--- src/rtl/bist_response_analyzer.sv ---
// bist_response_analyzer
// Sequences the BIST datapath through every enabled ALU op, counts comparator
// mismatches, records the first failing (op, index) and compacts every ALU
// response into a 16-bit MISR. A pass/fail verdict is held in DONE.
module bist_response_analyzer #(
   parameter int PATTERNS = 256,
   parameter int COUNT_W  = 16
) (
   input  logic               clk,
   input  logic               reset,
   input  logic               start,
   input  logic [7:0]         op_mask,
   input  logic               match,
   input  logic [8:0]         alu_data,
   output logic               bist_reset,
   output logic [2:0]         alu_sel,
   output logic               busy,
   output logic               done,
   output logic               pass,
   output logic [COUNT_W-1:0] fail_count,
   output logic               first_fail_valid,
   output logic [2:0]         first_fail_op,
   output logic [7:0]         first_fail_idx,
   output logic [15:0]        signature
);

   typedef enum logic [1:0] {
      S_IDLE,
      S_INIT,
      S_RUN,
      S_DONE
   } state_t;

   // The run index is 8 bits wide; PATTERNS = 256 ends on index 255.
   localparam logic [7:0]         LAST_IDX = 8'(PATTERNS - 1);
   localparam logic [COUNT_W-1:0] CNT_MAX  = '1;
   localparam logic [15:0]        MISR_SEED = 16'hFFFF;
   localparam logic [15:0]        MISR_POLY = 16'h1021;

   state_t             r_state;
   logic [7:0]         r_mask;
   logic [7:0]         r_idx;
   logic               r_bist_reset;
   logic [2:0]         r_alu_sel;
   logic               r_busy;
   logic               r_done;
   logic               r_pass;
   logic [COUNT_W-1:0] r_fail_count;
   logic               r_ff_valid;
   logic [2:0]         r_ff_op;
   logic [7:0]         r_ff_idx;
   logic [15:0]        r_sig;

   logic               w_first_any;
   logic [2:0]         w_first_op;
   logic               w_next_any;
   logic [2:0]         w_next_op;
   logic               w_last;
   logic               w_fail_inc;
   logic [COUNT_W-1:0] w_cnt_nxt;
   logic [15:0]        w_sig_nxt;

   // Lowest enabled op in the incoming mask, used when a session is accepted.
   always_comb begin
      w_first_any = 1'b0;
      w_first_op  = 3'd0;
      for (int i = 7; i >= 0; i--) begin
         if (op_mask[i]) begin
            w_first_any = 1'b1;
            w_first_op  = 3'(i);
         end
      end
   end

   // Next enabled op strictly above the current one in the latched mask.
   always_comb begin
      w_next_any = 1'b0;
      w_next_op  = r_alu_sel;
      for (int i = 7; i >= 0; i--) begin
         if (r_mask[i] && (i > int'(r_alu_sel))) begin
            w_next_any = 1'b1;
            w_next_op  = 3'(i);
         end
      end
   end

   // Per-RUN-cycle datapath: saturating fail count and MISR step.
   always_comb begin
      w_last     = (r_idx == LAST_IDX);
      w_fail_inc = !match && (r_fail_count != CNT_MAX);
      w_cnt_nxt  = r_fail_count + (w_fail_inc ? COUNT_W'(1) : COUNT_W'(0));
      w_sig_nxt  = ({r_sig[14:0], 1'b0} ^ (r_sig[15] ? MISR_POLY : 16'h0000))
                   ^ {7'b0, alu_data};
   end

   // Session FSM; every output is a register written here.
   always_ff @(posedge clk or negedge reset) begin
      if (!reset) begin
         r_state      <= S_IDLE;
         r_mask       <= 8'd0;
         r_idx        <= 8'd0;
         r_bist_reset <= 1'b1;
         r_alu_sel    <= 3'd0;
         r_busy       <= 1'b0;
         r_done       <= 1'b0;
         r_pass       <= 1'b0;
         r_fail_count <= '0;
         r_ff_valid   <= 1'b0;
         r_ff_op      <= 3'd0;
         r_ff_idx     <= 8'd0;
         r_sig        <= MISR_SEED;
      end else begin
         case (r_state)
            S_IDLE, S_DONE: begin
               if (start) begin
                  r_mask       <= op_mask;
                  r_fail_count <= '0;
                  r_ff_valid   <= 1'b0;
                  r_ff_op      <= 3'd0;
                  r_ff_idx     <= 8'd0;
                  r_sig        <= MISR_SEED;
                  r_bist_reset <= 1'b1;
                  if (w_first_any) begin
                     r_state   <= S_INIT;
                     r_alu_sel <= w_first_op;
                     r_busy    <= 1'b1;
                     r_done    <= 1'b0;
                     r_pass    <= 1'b0;
                  end else begin
                     // Nothing to test: an empty session trivially passes.
                     r_state <= S_DONE;
                     r_busy  <= 1'b0;
                     r_done  <= 1'b1;
                     r_pass  <= 1'b1;
                  end
               end
            end
            S_INIT: begin
               r_state      <= S_RUN;
               r_bist_reset <= 1'b0;
               r_idx        <= 8'd0;
            end
            S_RUN: begin
               r_fail_count <= w_cnt_nxt;
               r_sig        <= w_sig_nxt;
               r_idx        <= r_idx + 8'd1;
               if (!match && !r_ff_valid) begin
                  r_ff_valid <= 1'b1;
                  r_ff_op    <= r_alu_sel;
                  r_ff_idx   <= r_idx;
               end
               if (w_last) begin
                  r_bist_reset <= 1'b1;
                  if (w_next_any) begin
                     r_state   <= S_INIT;
                     r_alu_sel <= w_next_op;
                  end else begin
                     r_state <= S_DONE;
                     r_busy  <= 1'b0;
                     r_done  <= 1'b1;
                     r_pass  <= (w_cnt_nxt == '0);
                  end
               end
            end
            default: r_state <= S_IDLE;
         endcase
      end
   end

   assign bist_reset       = r_bist_reset;
   assign alu_sel          = r_alu_sel;
   assign busy             = r_busy;
   assign done             = r_done;
   assign pass             = r_pass;
   assign fail_count       = r_fail_count;
   assign first_fail_valid = r_ff_valid;
   assign first_fail_op    = r_ff_op;
   assign first_fail_idx   = r_ff_idx;
   assign signature        = r_sig;

endmodule

--- config.mk ---
export PLATFORM = sky130hd
export DESIGN_NAME = bist_response_analyzer
export DESIGN_NICKNAME = d
export VERILOG_FILES = /design/src/rtl/bist_response_analyzer.sv
export SDC_FILE = /design/constraint.sdc
export NUM_CORES = 1
export LEC_CHECK = 0
export CAP_MARGIN = 20
export CORE_AREA = 5 5 91 93
export CTS_BUF_LIST = sky130_fd_sc_hd__clkbuf_8
export DETAILED_ROUTE_END_ITERATION = 6
export DIE_AREA = 0 0 96 98
export GPL_ROUTABILITY_DRIVEN = 0
export PLACE_DENSITY = 0.76
export SLEW_MARGIN = 20
export SYNTH_ARGS = -nofsm -noshare
export SYNTH_HDL_FRONTEND = slang
export SYNTH_SLANG_ARGS = --single-unit
--- constraint.sdc ---
create_clock -name clk -period 5.1 [get_ports clk]
set_input_delay 1.02 -clock clk [delete_from_list [all_inputs] [get_ports clk]]
set_output_delay 1.02 -clock clk [all_outputs]
set_load 0.02 [all_outputs]
* Yosys cells after proc, flatten, opt, wreduce, memory -nomap -nowiden *
Index checks and enable logic that the tools add are counted.

operators by class
  equality and inequality tests = 12
  bitwise logic cells = 2
  reductions and logical operators = 22
  $add $sub $neg = 2
  multiplexer cells = 72
  magnitude comparators = 7

operator list
  kind                                                           number
  case mux 16 bit (2 select lines)                               2
  two-way mux 3 bit                                              21
  two-way mux 16 bit                                             2
  case mux 8 bit (2 select lines)                                2
  two-way mux 1 bit                                              30
  adder 16 x 1 -> 16 bit                                         1
  zero test 16 bit                                               1
  two-way mux 8 bit                                              2
  inequality test 16 bit (second input constant)                 1
  bitwise XOR 16 x 13 -> 16 bit                                  1
  bitwise XOR 16 x 9 -> 16 bit                                   1
  two-way mux 13 bit                                             1
  greater-than comparator 3 bit (first input constant)           4
  inequality test 2 bit (second input constant)                  6
  case mux 3 bit (2 select lines)                                2
  logical AND 1 bit                                              9
  adder 8 x 1 -> 8 bit (second input constant)                   1
  equality test 8 bit (second input constant)                    1
  two-way mux 2 bit                                              4
  inequality test 8 bit (second input constant)                  1
  case mux 1 bit (2 select lines)                                4
  greater-than comparator 2 x 3 -> 1 bit (first input constant)  2
  case mux 2 bit (3 select lines)                                1
  AND reduction 2 bit                                            3
  other kinds (11)                                               14

storage, ports and cells
  logic and storage cells = 130
  output and inout bits = 51
  input bits = 21
  flip-flop bits (word level) = 69

* Depth between registers and ports, before layout *
  depth in word-level cells = 12
  depth in mapped cells = 13
  depth with buffers taken out = 11

* Worst setup path after synthesis *
Ideal clock, no wire load.

  path kind = register -> register
  start = register r_fail_count[7] (netlist: fail_count[7])
  end = register r_pass (netlist: pass)
  stages on the path, launching flop included = 13
  required time = 5,023 ps
  arrival = 2,562 ps
  library setup time = 77 ps
  setup slack = 2,461 ps
  clock period less this slack = 2,639 ps
  buffers on the path = 2
  cell sequence = dfrtp_1 buf_2 and4_1 nand2_1 nor4_1 nor2_1 ha_1 and4_1 clkbuf_1 a2111o_1 a31oi_1 nand4_1 a21oi_1

between the ends
  longest elaborated chain between the ends = 8

RTL lines
  what                                 line  source
  start: declaration                   48    logic [COUNT_W-1:0] r_fail_count;
  start signal: assignment             144   r_fail_count <= w_cnt_nxt;
  inequality test 16 bit               90    w_fail_inc = !match && (r_fail_count != CNT_MAX);
  logical AND 1 bit                    90
  two-way mux 1 bit                    91    w_cnt_nxt = r_fail_count + (w_fail_inc ? COUNT_W'(1) : COUNT_W'(0));
  adder 16 x 1 -> 16 bit (*)           91
  zero test 16 bit (*)                 161   r_pass <= (w_cnt_nxt == '0);
  two-way mux 1 bit (*)                154   if (w_next_any) begin
  two-way mux 1 bit (*)                152   if (w_last) begin
  case mux 1 bit (2 select lines) (*)  113   case (r_state)
  end signal: assignment               161
  end: declaration                     47    logic r_pass;

Mark *: on every way between the ends. The rest lies on a longest branch, timed or not. The select of a mux whose other input is x is not followed.
A chain may end at the register's enable or synchronous reset.

* Worst setup path after layout *
  start = register r_state[0]
  end = register r_ff_idx[6] (netlist: first_fail_idx[6])

between the ends
  longest elaborated chain between the ends = 4
  elaborated cells on any way between the ends = 9
  classes of those cells = eq/ne (4); mux (1); reduce/logical (4)

RTL lines
  what                                                                          line  source
  start: declaration                                                            40    state_t r_state;
  start signal: assignment                                                      99    r_state <= S_IDLE;
  start signal: assignment                                                      124   r_state <= S_INIT;
  start signal: assignment                                                      131   r_state <= S_DONE;
  equality test 2 bit or zero test 2 bit (tied branches)                        113
  OR reduction 2 bit                                                            113
  inequality test 2 bit (no source line) or nonzero test 2 bit (tied branches)  --
  AND reduction 3 bit (no source line)                                          --
  end signal: assignment                                                        150   r_ff_idx <= r_idx;
  end: declaration                                                              51    logic [7:0] r_ff_idx;

Parallel ways exist; a longest one is shown, timed or not.

==> impl_metrics.yaml <==
run_status:
  status: "finished clean"
setup_path:
  arrival_ps: 3370
  critPathRequiredTime_ps: 5340
  crit_path_end_kind: "flop"
  crit_fanout: 26
  cp-start-kind: "flop"
  path_class: "reg2reg"
global_route:
  antenna_found_initial: 0
  grt_pass1_wl_mm: 14.3
  grt_overflow: 0
  grt_use_total_pct: 19.2
  grt_max_degree: 38
  grt_pass1_vias: 2978
drt:
  vias: 3008
  ant_nets: 0
  drt_iter0_markers: 185
  wl_per_cell_um: 16.0
  totalWireLength_mm: 8.50
  viasPerCell: 5.65
  drc: 0
  firstDrtPassIters: 4
timing:
  slew_viol_final: 0
  final.setup.worst_slack_ps: 1970
  setup_viol: 0
  tns_ps: 0
  max_slew_margin_pct: 45.0
  rsz0062_at_grt: "false"
  tightest_slew_ps: 823
  fmax_ghz: 0.320
  period_minus_slack_ps: 3130
  finalHoldViolations: 0
  skew_ps: 8.67
  finalCritPeriodShare_pct: 61.3
clock_network:
  cts_setup_buffers: 0
  cts_hold_buf: 0
  cts_tree: "yes"
  clock_tree.buffer_depth: 2
  numCtsBuffers: 9
  cts_resized: 0
  numClockSinks: 68
  cts-htree-levels: 3
  clk_latency_ps: 350
  cts_root_buffer: "clkbuf_8"
  clkTransAtPathRegs_ps: 70
die:
  num_rows: 32
  start_util_pct: 47.6
  core_um2: 7450
  io_pins: 72
  die_area_um2: 9410
  fp.dieH_um: 98
  die_w_um: 96
pwr:
  swShare_pct: 37.0
  seqPwrFrac_pct: 36.1
  comb_power_share_pct: 39.3
  clkPwrFrac_pct: 24.6
  p_per_area_nw_per_um2: 480
  ir_drop_v: 0.000335
  leakage_uw: 0.00186
  p_int_uw: 1380
  p_switching_uw: 811
yosys:
  ys.flop_type: "dfrtp_1"
  ys_seq_elements: 68
  syn_area_um2: 3550
  avgSynthCellArea_um2: 9.88
  yosysWarnings: 0
  synth_cell_types: 57
  syn-num-nets: 386
  synth_edf_count: 0
  ys_async_sr_fraction_pct: 100
  ys_seq_area_share_pct: 48.6
  syn_inst: 359
finish:
  drive_gt1_share_pct: 12.8
  nNetsFinal: 452
  syn2layout_area_growth_pct: 28.5
  diodes: 0
placed_design:
  portBuffers: 71
  post-dp-hpwl_mm: 6.03
  place_ws_ps: 1620
job:
  maxCapViolCount: 0
hold_path:
  hold_path.class: "reg2reg"
-- critical path, cell delays in order (launching register included) --
cell	delay (ps)
dfrtp_1	400
inv_1	60
ha_1	590
nand2_1	380
nand2_1	730
nand2_1	480
a22o_1	360
-- synth_stat cells (2+ instances only) --
cell type	count	share of area, %
dfrtp_1	51	36
nand2_1	35	3.7
o21ai_0	35	4.9
nor2_1	28	3.0
a21oi_1	24	3.4
dfstp_2	17	13
a22o_1	13	3.2
clkbuf_1	13	1.4
xnor2_1	13	3.2
nand3_1	10	1.4
inv_1	9	0.95
nand4_1	9	1.6
nor3_1	7	0.99
o22a_1	7	1.7
o31ai_1	7	1.5
a31oi_1	6	1.1
ha_1	6	2.1
mux2_2	6	1.9
and2_1	4	0.71
and4_1	4	0.99
mux2i_1	4	1.1
nand2b_1	4	0.71
nor4_1	3	0.53
or3_1	3	0.53
a21o_1	2	0.42
a21o_2	2	0.49
and3_1	2	0.35
buf_2	2	0.28
clkbuf_2	2	0.28
mux2_1	2	0.63
nor2b_1	2	0.35
xor2_1	2	0.49
-- cell families (layout without fill, tap and decap cells) --
family,count (synthesis),count (layout),share of synthesized area (%)
xor gates and xnor gates,15,15,3.70
adders and majority gates,6,6,2.12
buffers and inverters,28,99,3.21
and+or+nand+nor,121,121,18.1
DFF,68,68,48.6
muxes,13,13,4.09
AOI/OAI and AO/OA,108,108,20.2
-- cell usage in the layout (no fill, tap or decap), types with 9 or more instances in the layout --
cell type / Yosys / final
clkdlybuf4s50_1: 0 / 70
nand3_1: 10 / 10
inv_1: 9 / 10
dfrtp_1: 51 / 51
nand2_1: 35 / 35
clkbuf_8: 0 / 9
nand4_1: 9 / 9
a22o_1: 13 / 13
dfstp_2: 17 / 17
a21oi_1: 24 / 24
o21ai_0: 35 / 35
xnor2_1: 13 / 13
nor2_1: 28 / 28
-- power groups by stage --
| stage | sequential, µW | clock (µW) | combinational, µW |
|---|---|---|---|
| floorplan | 847 | 0 | 531 |
| global placement | 796 | 0 | 847 |
| detailed placement | 798 | 0 | 868 |
| CTS | 790 | 545 | 871 |
| global route | 809 | 575 | 944 |
| finish | 790 | 538 | 862 |
-- sequential cells by signal, indices dropped and copies added (netlist names) --
signal,count
alu_sel,3
bist_reset,1
busy,1
done,1
fail_count,16
first_fail_idx,8
first_fail_op,3
first_fail_valid,1
pass,1
r_idx,8
r_mask,7
r_state,2
signature,16
-- worst paths after layout --
check	start	end	slack [ps]	cells after the start
max	r_state[0]	first_fail_idx[6]	1970	6
min	bist_reset	bist_reset	490	2
max reg2reg	r_state[0]	first_fail_idx[6]	1970	6
min reg2reg	bist_reset	bist_reset	490	2
max in group asynchronous	reset	signature[11]	3410	2
min in group asynchronous	reset	fail_count[5]	720	1
-- metal layers --
layer  global-route usage (%)  wire length, µm  vias up
met1                     24.6             3690     1482
met3                     4.31              469       12
met5                        0                0        -
met4                     5.91              124        0
met2                     32.0             4220       87
li1                         -                -     1427
-- area by class of cell --
type	instances	area, µm²
clock buffer	9	124
clock inverter	7	116
fill	644	2890
inverter	10	37.5
multi-input combinational	263	1710
sequential	68	1720
tap	102	128
timing repair buffer	73	721
-- stage by stage --
| step | hold WS, ps | std cells | utilization (%) | instance area [µm²] | power (µW) |
|---|---|---|---|---|---|
| floorplan | 469 | 359 | - | 3550 | 1380 |
| global placement | 479 | 516 | 58.0 | 4320 | 1640 |
| detailed placement | 487 | 516 | 58.0 | 4320 | 1670 |
| CTS | 498 | 532 | 61.2 | 4560 | 2210 |
| global route | 524 | 532 | 61.2 | 4560 | 2330 |
| finish | 493 | 532 | 61.2 | 4560 | 2190 |
(Power assumes the default switching activity.)
